$ cat src/rtl/nibble_serial_adder_pkg.sv
// nibble_adder_pkg: shared state type and slice width for the nibble-serial adder
package nibble_adder_pkg;
  typedef enum logic [1:0] {IDLE, ADD, DONE} state_t;
  localparam int NIBBLE_W = 4;
endpackage

$ cat src/rtl/nibble_serial_adder_if.sv
// nibble_serial_adder_if: operand/result handshake bundle for the nibble-serial adder
interface nibble_serial_adder_if #(parameter int WIDTH = 16);
  logic start, sub, cin, ready, busy, done, cout;
  logic [WIDTH-1:0] A, B, S;
  modport master(output start, sub, A, B, cin, input ready, busy, done, S, cout);
  modport slave(input start, sub, A, B, cin, output ready, busy, done, S, cout);
endinterface

$ cat src/rtl/nibble_serial_adder_full_adder.sv
// full_adder: 4-bit ripple-carry slice
module full_adder (
  input  logic [3:0] A,
  input  logic [3:0] B,
  input  logic       cin,
  output logic [3:0] S,
  output logic       cout
);
  logic [4:0] c;
  always_comb begin
    c[0] = cin;
    S = '0;
    for (int i = 0; i < 4; i++) begin
      S[i] = A[i] ^ B[i] ^ c[i];
      c[i+1] = (A[i] & B[i]) | (c[i] & (A[i] ^ B[i]));
    end
  end
  assign cout = c[4];
endmodule

$ cat src/rtl/nibble_serial_adder.sv
// nibble_serial_adder: WIDTH-bit add/subtract, one nibble per cycle through a single 4-bit slice
module nibble_serial_adder import nibble_adder_pkg::*; #(
  parameter int WIDTH = 16
) (
  input logic Clk,
  input logic Reset,
  nibble_serial_adder_if.slave bus
);
  localparam int NIBBLES = WIDTH / NIBBLE_W;
  localparam int IW = NIBBLES > 1 ? $clog2(NIBBLES) : 1;
  state_t state;
  logic [WIDTH-1:0] a_r, b_r, sum, sum_next;
  logic [IW-1:0] idx;
  logic carry, nc;
  logic [NIBBLE_W-1:0] na, nb, ns;
  assign na = a_r[idx*NIBBLE_W +: NIBBLE_W];
  assign nb = b_r[idx*NIBBLE_W +: NIBBLE_W];
  full_adder u_slice (.A(na), .B(nb), .cin(carry), .S(ns), .cout(nc));
  always_comb begin
    sum_next = sum;
    sum_next[idx*NIBBLE_W +: NIBBLE_W] = ns;
  end
  // subtraction is A + ~B + 1, so inversion and the forced carry happen at accept time
  always_ff @(posedge Clk or posedge Reset) begin
    if (Reset) begin
      state <= IDLE;
      a_r <= '0;
      b_r <= '0;
      sum <= '0;
      carry <= 1'b0;
      idx <= '0;
      bus.ready <= 1'b1;
      bus.busy <= 1'b0;
      bus.done <= 1'b0;
      bus.S <= '0;
      bus.cout <= 1'b0;
    end else begin
      case (state)
        IDLE: if (bus.start) begin
          a_r <= bus.A;
          b_r <= bus.sub ? ~bus.B : bus.B;
          carry <= bus.sub | bus.cin;
          idx <= '0;
          bus.ready <= 1'b0;
          bus.busy <= 1'b1;
          state <= ADD;
        end
        ADD: begin
          sum <= sum_next;
          carry <= nc;
          idx <= idx + 1'b1;
          if (idx == IW'(NIBBLES - 1)) begin
            bus.S <= sum_next;
            bus.cout <= nc;
            bus.done <= 1'b1;
            state <= DONE;
          end
        end
        DONE: begin
          bus.done <= 1'b0;
          bus.busy <= 1'b0;
          bus.ready <= 1'b1;
          state <= IDLE;
        end
        default: state <= IDLE;
      endcase
    end
  end
endmodule

$ cat src/flat_wrapper.sv
// flat-port wrapper written by rule: the top's interface ports become plain ports
module nibble_serial_adder_flat import nibble_adder_pkg::*;
#(
  parameter int WIDTH = 16
)
  (Clk, Reset, bus_start, bus_sub, bus_A, bus_B, bus_cin, bus_ready, bus_busy, bus_done, bus_S, bus_cout);
  nibble_serial_adder_if #(.WIDTH(WIDTH)) bus_i ();
  input logic Clk;
  input logic Reset;
  input wire logic [$bits(bus_i.start)-1:0] bus_start;
  input wire logic [$bits(bus_i.sub)-1:0] bus_sub;
  input wire logic [$bits(bus_i.A)-1:0] bus_A;
  input wire logic [$bits(bus_i.B)-1:0] bus_B;
  input wire logic [$bits(bus_i.cin)-1:0] bus_cin;
  output wire logic [$bits(bus_i.ready)-1:0] bus_ready;
  output wire logic [$bits(bus_i.busy)-1:0] bus_busy;
  output wire logic [$bits(bus_i.done)-1:0] bus_done;
  output wire logic [$bits(bus_i.S)-1:0] bus_S;
  output wire logic [$bits(bus_i.cout)-1:0] bus_cout;
  assign bus_i.start = bus_start;
  assign bus_i.sub = bus_sub;
  assign bus_i.A = bus_A;
  assign bus_i.B = bus_B;
  assign bus_i.cin = bus_cin;
  assign bus_ready = bus_i.ready;
  assign bus_busy = bus_i.busy;
  assign bus_done = bus_i.done;
  assign bus_S = bus_i.S;
  assign bus_cout = bus_i.cout;
  nibble_serial_adder #(.WIDTH(WIDTH)) u_core (.Clk(Clk), .Reset(Reset), .bus(bus_i));
endmodule
$ cat config.mk
export PLATFORM = sky130hd
export DESIGN_NAME = nibble_serial_adder_flat
export DESIGN_NICKNAME = d
export VERILOG_FILES = /design/src/rtl/nibble_serial_adder_pkg.sv /design/src/rtl/nibble_serial_adder_if.sv /design/src/rtl/nibble_serial_adder_full_adder.sv /design/src/rtl/nibble_serial_adder.sv /design/src/flat_wrapper.sv
export SDC_FILE = /design/constraint.sdc
export NUM_CORES = 1
export LEC_CHECK = 0
export ABC_AREA = 1
export BUFFER_PORTS_ARGS = -buffer_cell sky130_fd_sc_hd__buf_2
export CAP_MARGIN = 20
export CELL_PAD_IN_SITES_DETAIL_PLACEMENT = 0
export CELL_PAD_IN_SITES_GLOBAL_PLACEMENT = 2
export CORE_MARGIN = 3
export CORE_UTILIZATION = 30
export DETAILED_ROUTE_END_ITERATION = 8
export GPL_TIMING_DRIVEN = 0
export HOLD_SLACK_MARGIN = 0.1
export MAX_ROUTING_LAYER = met4
export PLACE_DENSITY = 0.77
export SLEW_MARGIN = 20
export SYNTH_ARGS = -nofsm -noshare
export SYNTH_HDL_FRONTEND = slang
export SYNTH_SLANG_ARGS = --single-unit
$ cat constraint.sdc
create_clock -name Clk -period 7.4 [get_ports Clk]
set_input_delay 1.48 -clock Clk [delete_from_list [all_inputs] [get_ports Clk]]
set_output_delay 1.48 -clock Clk [all_outputs]
set_load 0.005 [all_outputs]
==> results of run 1 <==
==> where the power goes <==
part / switching [mW] / internal [mW] / total [mW]
logic: 0.541 / 0.297 / 0.837
registers: 0.100 / 0.563 / 0.663
clock network: 0.165 / 0.259 / 0.425
total: 0.806 / 1.12 / 1.92
==> per-stage QoR <==
step	power [mW]	hold WS, ns	worst slack (ns)
final	1.925	0.4713	3.830
after global routing	2.123	0.4833	3.508
after CTS	1.963	0.4720	3.778
after detailed placement	1.527	0.4574	3.796
after global placement	1.518	0.4557	3.010
after floorplan	1.222	0.4366	4.068
==> cells by family after synthesis <==
| family | after synthesis | synth area share [%] |
|---|---|---|
| xor gates and xnor gates | 16 | 3.949 |
| adders and majority gates | 10 | 4.372 |
| AOI/OAI and AO/OA | 44 | 6.347 |
| and+or+nand+nor | 256 | 28.24 |
| buffers and inverters | 42 | 5.571 |
| DFF | 73 | 51.52 |
==> layout make-up <==
cell class	count	share of cell area [%]
multi-input cells	326	35.32
inverters	23	2.089
repair buffers	56	6.849
clock buffers	10	5.311
clock inverters	5	1.335
plain buffers	19	2.554
flip-flops and latches	73	42.40
well taps	143	4.150
==> synthesized netlist by cell type <==
cell type	number	share of area, %
sky130_fd_sc_hd__nand2_1	215	23
sky130_fd_sc_hd__nand2_2	2	0.35
sky130_fd_sc_hd__buf_6	3	0.95
sky130_fd_sc_hd__dfstp_2	1	0.74
sky130_fd_sc_hd__nor2_1	15	1.6
sky130_fd_sc_hd__xnor2_1	16	3.9
sky130_fd_sc_hd__clkbuf_4	1	0.21
sky130_fd_sc_hd__o21ai_1	3	0.42
sky130_fd_sc_hd__nor2_4	1	0.32
sky130_fd_sc_hd__buf_4	1	0.21
sky130_fd_sc_hd__clkinv_2	1	0.14
sky130_fd_sc_hd__o21ai_0	36	5.1
sky130_fd_sc_hd__fa_1	4	2.3
sky130_fd_sc_hd__dfrtp_1	72	51
sky130_fd_sc_hd__inv_1	19	2.0
sky130_fd_sc_hd__ha_1	6	2.1
sky130_fd_sc_hd__a21oi_1	1	0.14
sky130_fd_sc_hd__clkbuf_1	7	0.74
sky130_fd_sc_hd__inv_2	3	0.32
sky130_fd_sc_hd__buf_2	7	0.99
sky130_fd_sc_hd__nand3_1	23	3.2
sky130_fd_sc_hd__o22ai_1	4	0.71
==> path summary, 6_finish.rpt <==
check	from	to	slack [ns]	depth (start not counted)
max	u_core.idx[0]	u_core.bus.S[7]	3.83	16
min	u_core.bus.S[11]	u_core.bus.S[11]	0.47	2
max reg2reg	u_core.idx[0]	u_core.bus.S[7]	3.83	16
max in group asynchronous	Reset	u_core.bus.ready	5.62	3
min reg2reg	u_core.bus.S[11]	u_core.bus.S[11]	0.47	2
min in group asynchronous	Reset	u_core.bus.S[0]	1.15	2
==> state kept, by name, indices dropped and copies added (netlist names) <==
register          cells
u_core.sum           16
u_core.state          2
u_core.bus.S         16
u_core.a_r           16
u_core.carry          1
u_core.b_r           16
u_core.bus.busy       1
u_core.bus.ready      1
u_core.bus.done       1
u_core.bus.cout       1
u_core.idx            2
==> critical path, cell delays in order, from the launching register on <==
cell	delay [ns]
sky130_fd_sc_hd__dfrtp_1	0.49
sky130_fd_sc_hd__inv_1	0.14
sky130_fd_sc_hd__clkbuf_1	0.51
sky130_fd_sc_hd__nand2_1	0.10
sky130_fd_sc_hd__nand3_1	0.10
sky130_fd_sc_hd__nand2_1	0.11
sky130_fd_sc_hd__fa_1	0.40
sky130_fd_sc_hd__inv_1	0.07
sky130_fd_sc_hd__fa_1	0.16
sky130_fd_sc_hd__inv_1	0.05
sky130_fd_sc_hd__fa_1	0.36
sky130_fd_sc_hd__inv_1	0.07
sky130_fd_sc_hd__fa_1	0.49
sky130_fd_sc_hd__nand3_1	0.14
sky130_fd_sc_hd__o21ai_0	0.13
sky130_fd_sc_hd__nand2_1	0.09
sky130_fd_sc_hd__nand2_1	0.04
==> routing by layer <==
metal	vias to the layer above	global-route usage, %
li1	1514	-
met1	1319	19.33
met2	58	22.35
met3	11	3.263
met4	0	3.912
met5	-	-
==> flow_summary.ini, run 1 <==
[outcome]
run_status = finished, final reports clean

[cells_and_area]
final_layout_size_suffix_gt1_share_pct = 17.77
layout.cells.most_common_list = sky130_fd_sc_hd__nand2_1, sky130_fd_sc_hd__dfrtp_1, sky130_fd_sc_hd__buf_2, sky130_fd_sc_hd__o21ai_0, sky130_fd_sc_hd__nand3_1
multi_input_area_mm2 = 0.001523
utilization_pct = 37.60
layout.filler_cells = 1219
mostFrequentLayoutCell = sky130_fd_sc_hd__nand2_1
final_cell_area_mm2 = 0.004312
seqCellArea_mm2 = 0.001828
antenna-diode-count = 0
layoutNonFillerInstCount = 655
fin_nets = 555
synthToLayoutAreaGrowth_pct = 21.51

[worst_setup_path]
critical_path.endpoint_type = flip-flop
critPathKind = reg -> reg
required_ns = 7.62
timing.critical_path.fanout_max = 12
worstPathArrival_ns = 3.79
setup_crit_start_kind = flip-flop

[routing]
first_pass_iters = 5
highest_layer = met4
drt_first_iter_violations = 69
met3_wirelength_um = 388
avgRoutedWirePerCell_um = 13.23
route.antenna.remaining_nets = 0
wl_met2_um = 4009
routed-via-count = 2902
drt_wl_total_um = 8667
post_route_met1_wirelength_um = 4160
route.detailed.drc = 0
post_drt_via_cell_ratio = 4.431

[floorplanning]
ioPinCount = 57
floorplan.die.height_um = 114.8
floorplan.core_area_mm2 = 0.01147
die-area_mm2 = 0.01317
initial_utilization_pct = 30.94
die_w_um = 114.8
fp-row-count = 39

[sta]
timing.final.setup_violations = 0
fin_worst_skew_ns = 0.008344
hold_violations_final = 0
tightestPinTransition_ns = 0.6338
drv_slew = 0
totalNegativeSetupSlack_ns = 0
slew_headroom_pct = 57.74
period_share_pct = 48.24
post-route-min-period_ns = 3.570
grt_setup_unrepaired = false
max_freq_mhz = 280.1

[clock_network]
cts.repair_timing.setup_buffer_count = 0
clock_insertion_delay_worst_skew_ns = 0.33
cts-buffers-inserted = 9
cts_tree = yes
htree_num_levels = 3
numClockSinks = 73
ctsHoldBuffers = 0
cts.root.buffer_cell = sky130_fd_sc_hd__clkbuf_16
clk_pin_slew_ns = 0.06
cts.repair.resized = 0
cts.path.max_buffers = 2

[power]
power.density_mw_per_mm2 = 446.5
worst_ir_drop_vdd_v = 0.0001838
leakage_nw = 2.315

[run]
max_cap_violations = 0

[synthesis]
post_syn_instances = 441
synth.yosys.seq_area_share_pct = 51.52
ys_ff_latch = 73
syn-num-nets = 488
yosys.cell_types.count = 22
yosys_warnings = 0
average_cell_area_after_synthesis_um2 = 8.046
post_synth_instance_area_mm2 = 0.003548

[global_routing]
grt_pass1_wl_um = 14570
grt_start_max_net_pins = 42
number_of_antenna_violations_at_the_first_check_in_global_routing = 0
grt_pass1_vias = 2911
globalRouteTotalUtil_pct = 14.48
grt-ovfl-total = 0

[placed_design]
gpl.final_weighted_congestion = 0.7821
place.detailed.hpwl_um = 6278
dpl.cell_count = 640
port-buffer-count = 55
dpl-instance-area_mm2 = 0.004025

[hold_path]
min-delay-path-class = reg -> reg
Note: power is estimated with default switching activity, not from simulation.
==> run 2, diff against run 1 <==
- clock period: 7.4 -> 3.4 ns (I/O delays scaled with it)
==> flow_summary.ini, run 2 (synthesized netlist as in run 1, its figures left out) <==
[outcome]
run_status = finished, final reports clean

[placed_design]
port-buffer-count = 55
dp_worst_setup_slack_ns = -0.2044
place.detailed.hpwl_um = 6278
gpl.final_weighted_congestion = 0.7821

[floorplanning]
fp-row-count = 39
floorplan.die.height_um = 114.8
initial_utilization_pct = 30.94
die-area_mm2 = 0.01317
ioPinCount = 57
die_w_um = 114.8
floorplan.core_area_mm2 = 0.01147

[routing]
routed-via-count = 2889
post_drt_via_cell_ratio = 4.397
route.antenna.remaining_nets = 0
drt_first_iter_violations = 79
route.detailed.drc = 0
avgRoutedWirePerCell_um = 13.22
first_pass_iters = 4
drt_wl_total_um = 8687

[power]
fin_total_pwr_mw = 4.223
power.density_mw_per_mm2 = 972.8
share_seq_of_total_power_pct = 34.3
switching_power_mw = 1.761
leakage_nw = 2.328
power.share.switching_pct = 41.70
internal_power_mw = 2.462
worst_ir_drop_vdd_v = 0.0003873
power.share.clock_pct = 21.9
power_frac_comb_pct = 43.8

[worst_setup_path]
worstPathArrival_ns = 3.37
cp_cell_sequence = inv_1 > buf_4 > nand2_1 > nand3_1 > nand2_1 > fa_1 > inv_1 > fa_1 > inv_1 > fa_1 > inv_1 > fa_1 > nand3_1 > o21ai_0 > nand2_1 > nand2_1
critical_path.endpoint_type = flip-flop
reg2reg_from = u_core.idx[0]
critical-path-slowest-cell = sky130_fd_sc_hd__fa_1
setup_crit_start_kind = flip-flop
reg2reg_to = u_core.bus.S[7]
critPathKind = reg -> reg
worst_case_register_to_register_setup_slack_ns = 0.25
reg2reg_depth = 16
timing.critical_path.fanout_max = 12
required_ns = 3.62
worst_path_max_stage_delay_ns = 0.48

[clock_network]
ctsHoldBuffers = 0
clock_insertion_delay_worst_skew_ns = 0.33
clk_pin_slew_ns = 0.06
cts.path.max_buffers = 2
numClockSinks = 73
cts-buffers-inserted = 9
cts.root.buffer_cell = sky130_fd_sc_hd__clkbuf_16
htree_num_levels = 3
cts_tree = yes

[global_routing]
grt_start_max_net_pins = 42
globalRouteTotalUtil_pct = 14.45
grt_pass1_wl_um = 14530
grt-ovfl-total = 0
number_of_antenna_violations_at_the_first_check_in_global_routing = 0
grt_pass1_vias = 2906

[sta]
post-route-min-period_ns = 3.155
period_share_pct = 92.78
hold_violations_final = 0
fin_worst_skew_ns = 0.009246
slew_headroom_pct = 69.66
layout_setup_ws_ns = 0.2453
grt_setup_unrepaired = false
drv_slew = 0
timing.final.setup_violations = 0
max_freq_mhz = 317.0
tightestPinTransition_ns = 0.4551

[cells_and_area]
synthToLayoutAreaGrowth_pct = 22.36
fin_nets = 557
layout.cells.most_common_list = sky130_fd_sc_hd__nand2_1, sky130_fd_sc_hd__dfrtp_1, sky130_fd_sc_hd__buf_2, sky130_fd_sc_hd__o21ai_0, sky130_fd_sc_hd__nand3_1
mostFrequentLayoutCell = sky130_fd_sc_hd__nand2_1
antenna-diode-count = 0
final_layout_size_suffix_gt1_share_pct = 19.26

[run]
max_cap_violations = 0

[hold_path]
min-delay-path-class = in -> async
run 2: power by group through the flow:
stage / Combinational [mW] / Clock [mW] / Sequential (mW)
after global routing: 2.16 / 0.998 / 1.49
after global placement: 1.86 / 0 / 1.45
after floorplan: 1.25 / 0 / 1.41
final: 1.85 / 0.925 / 1.45
after CTS: 1.87 / 0.951 / 1.45
after detailed placement: 1.86 / 0 / 1.46
run 2: repair_timing:
action | CTS | global route
gates resized for setup | 2 | 7
endpoints found under the hold margin | 0 | 0
buffers inserted | 0 | 3
setup endpoints to repair | 8 | 8
run 2: routing by layer:
layer	global-route usage, %	routed length [µm]	vias to the layer above
met5	-	0	-
met4	3.912	87	0
met3	3.263	320	9
met2	22.31	4054	54
met1	19.30	4225	1311
li1	-	-	1515
run 2: cell type report:
cell class,instances,area [µm²]
Tap cell,143,178.9
Buffer,18,111.4
Multi-Input combinational cell,326,1523
Clock inverter,5,57.56
Clock buffer,10,229.0
Fill cell,1214,7126
Timing Repair Buffer,59,317.8
Sequential cell,73,1831
Inverter,23,93.84
run 2: worst max-delay path by stage:
stage	from	to	slack (ns)	cells after the start
CTS	u_core.idx[1]	u_core.bus.S[15]	0.005	14
finish	u_core.idx[0]	u_core.bus.S[7]	0.25	16
global placement	Reset	u_core.b_r[12]	-0.19	2
detailed placement	u_core.idx[0]	u_core.bus.S[15]	-0.20	16
floorplan	u_core.idx[0]	u_core.sum[15]	0.46	16
global route	u_core.idx[0]	u_core.bus.S[7]	0.0005	16
run 2: per-stage QoR:
stage	hold WS, ns	util [%]	TNS (ns)	instance area, µm²	cells
finish	0.3533	37.86	0	4342	657
global route	0.3865	37.86	0	4342	657
CTS	0.3725	37.59	0	4310	654
detailed placement	0.4574	35.10	-1.341	4025	640
global placement	0.4557	34.90	-14.25	4003	639
floorplan	0.4366	-	0	3548	441
run 2: critical path: cells and delay by family (launching register included):
family,cells,cell delay [ns]
compound gates,1,0.13
fa+ha+maj,4,1.40
buf+inv,5,0.52
flops,1,0.47
simple gates,6,0.51
==> run 3, diff against run 2 <==
- RECOVER_POWER: unset -> 100
==> flow_summary.ini, run 3 (synthesized netlist as in run 1, its figures left out) <==
[outcome]
run_status = finished, final reports clean

[clock_network]
htree_num_levels = 3
cts-buffers-inserted = 9
cts.path.max_buffers = 2
ctsHoldBuffers = 0
cts_tree = yes
clock_insertion_delay_worst_skew_ns = 0.33
numClockSinks = 73
cts.root.buffer_cell = sky130_fd_sc_hd__clkbuf_16
clk_pin_slew_ns = 0.06

[sta]
fin_worst_skew_ns = 0.008534
slew_headroom_pct = 2.281
totalNegativeSetupSlack_ns = 0
post-route-min-period_ns = 3.169
period_share_pct = 93.20
tightestPinTransition_ns = 1.458
timing.final.setup_violations = 0
hold_violations_final = 0
drv_slew = 0
max_freq_mhz = 315.6
grt_setup_unrepaired = false

[cells_and_area]
final_layout_size_suffix_gt1_share_pct = 16.34
fin_nets = 557
layout.cells.most_common_list = sky130_fd_sc_hd__nand2_1, sky130_fd_sc_hd__dfrtp_1, sky130_fd_sc_hd__buf_2, sky130_fd_sc_hd__o21ai_0, sky130_fd_sc_hd__nand3_1
layoutNonFillerInstCount = 657
antenna-diode-count = 0
synthToLayoutAreaGrowth_pct = 21.23
mostFrequentLayoutCell = sky130_fd_sc_hd__nand2_1
utilization_pct = 37.51

[worst_setup_path]
critPathKind = reg -> reg
reg2reg_from = u_core.idx[0]
required_ns = 3.62
path_delay_family = adder cells
timing_startpoint_of_the_critical_path = u_core.idx[0]
setup_crit_start_kind = flip-flop
worst_path_max_stage_delay_ns = 0.49
cp_cell_sequence = inv_1 > buf_4 > nand2_1 > nand3_1 > nand2_1 > fa_1 > inv_1 > fa_1 > inv_1 > fa_1 > inv_1 > fa_1 > nand3_1 > o21ai_0 > nand2_1 > nand2_1
worstPathArrival_ns = 3.39
critical-path-slowest-cell = sky130_fd_sc_hd__fa_1
critical_path.endpoint_type = flip-flop
timing.critical_path.fanout_max = 12
critical_path.n_buffers_inverters = 5

[routing]
first_pass_iters = 4
avgRoutedWirePerCell_um = 13.21
post_drt_via_cell_ratio = 4.419
routed-via-count = 2903
route.antenna.remaining_nets = 0
drt_wl_total_um = 8682
drt_first_iter_violations = 83
route.detailed.drc = 0

[global_routing]
gr-usage-met2_pct = 22.31
grt_pass1_vias = 2906
number_of_antenna_violations_at_the_first_check_in_global_routing = 0
gr-usage-met1_pct = 19.30
grt-busiest-layer = met2
gr-usage-met3_pct = 3.263
globalRouteTotalUtil_pct = 14.45
grt_start_max_net_pins = 42
grt_pass1_wl_um = 14530
grt-ovfl-total = 0

[placed_design]
dpl.cell_count = 640
place.detailed.hpwl_um = 6278
port-buffer-count = 55
gpl.final_weighted_congestion = 0.7821

[hold_path]
min-delay-path-class = reg -> reg
worst_hold_startpoint = u_core.bus.S[13]

[floorplanning]
die-area_mm2 = 0.01317
die_w_um = 114.8
floorplan.core_area_mm2 = 0.01147
ioPinCount = 57
floorplan.die.height_um = 114.8
fp-row-count = 39
initial_utilization_pct = 30.94

[power]
worst_ir_drop_vdd_v = 0.0003814
fin_total_pwr_mw = 4.191
leakage_nw = 2.276
power.density_mw_per_mm2 = 974.3

[run]
max_cap_violations = 0
## run 3: area by class of cell
type | count | area [µm²]
tap | 143 | 178.9
multi-input combinational | 326 | 1513
buffer | 18 | 107.6
inverter | 23 | 92.59
sequential | 73 | 1831
timing repair buffer | 59 | 292.8
clock inverter | 5 | 57.56
clock buffer | 10 | 229.0
fill | 1224 | 7166
## run 3: final timing paths
check,to,slack (ns),cells past startpoint
max,u_core.bus.S[7],0.23,16
min,u_core.bus.S[13],0.47,2
max reg2reg,u_core.bus.S[7],0.23,16
min reg2reg,u_core.bus.S[13],0.47,2
max in group asynchronous,u_core.idx[1],1.05,3
min in group asynchronous,u_core.bus.done,0.67,2
## run 3: per-stage QoR
step / hold WS [ns] / area (µm²) / setup WS (ns)
floorplan: 0.4366 / 3548 / 0.4551
global placement: 0.4557 / 4003 / -0.1895
detailed placement: 0.4574 / 4025 / -0.2044
CTS: 0.3725 / 4310 / 0.005333
global route: 0.4833 / 4302 / 0.0004863
finish: 0.4749 / 4302 / 0.2313
## run 3: worst min-delay path: stages, from the launching register on
cell	delay, ns
sky130_fd_sc_hd__dfrtp_1	0.33
sky130_fd_sc_hd__nand2_1	0.06
sky130_fd_sc_hd__nand2_1	0.05
## run 3: what timing repair did
action	CTS	global route
setup buffers	0	3
gates cloned	0	0
resized for setup	2	7
setup endpoints to repair	8	8
## run 3: power breakdown
group	switching [mW]	leakage (nW)	internal [mW]
logic	1.17	1.19	0.650
clock network	0.359	0.142	0.564
registers	0.218	0.940	1.23
## run 3: layer usage
layer	vias up	share of wire, %
met1	1318	48
li1	1516	-
met2	60	47
met5	-	0
met4	0	1.2
met3	9	4.0
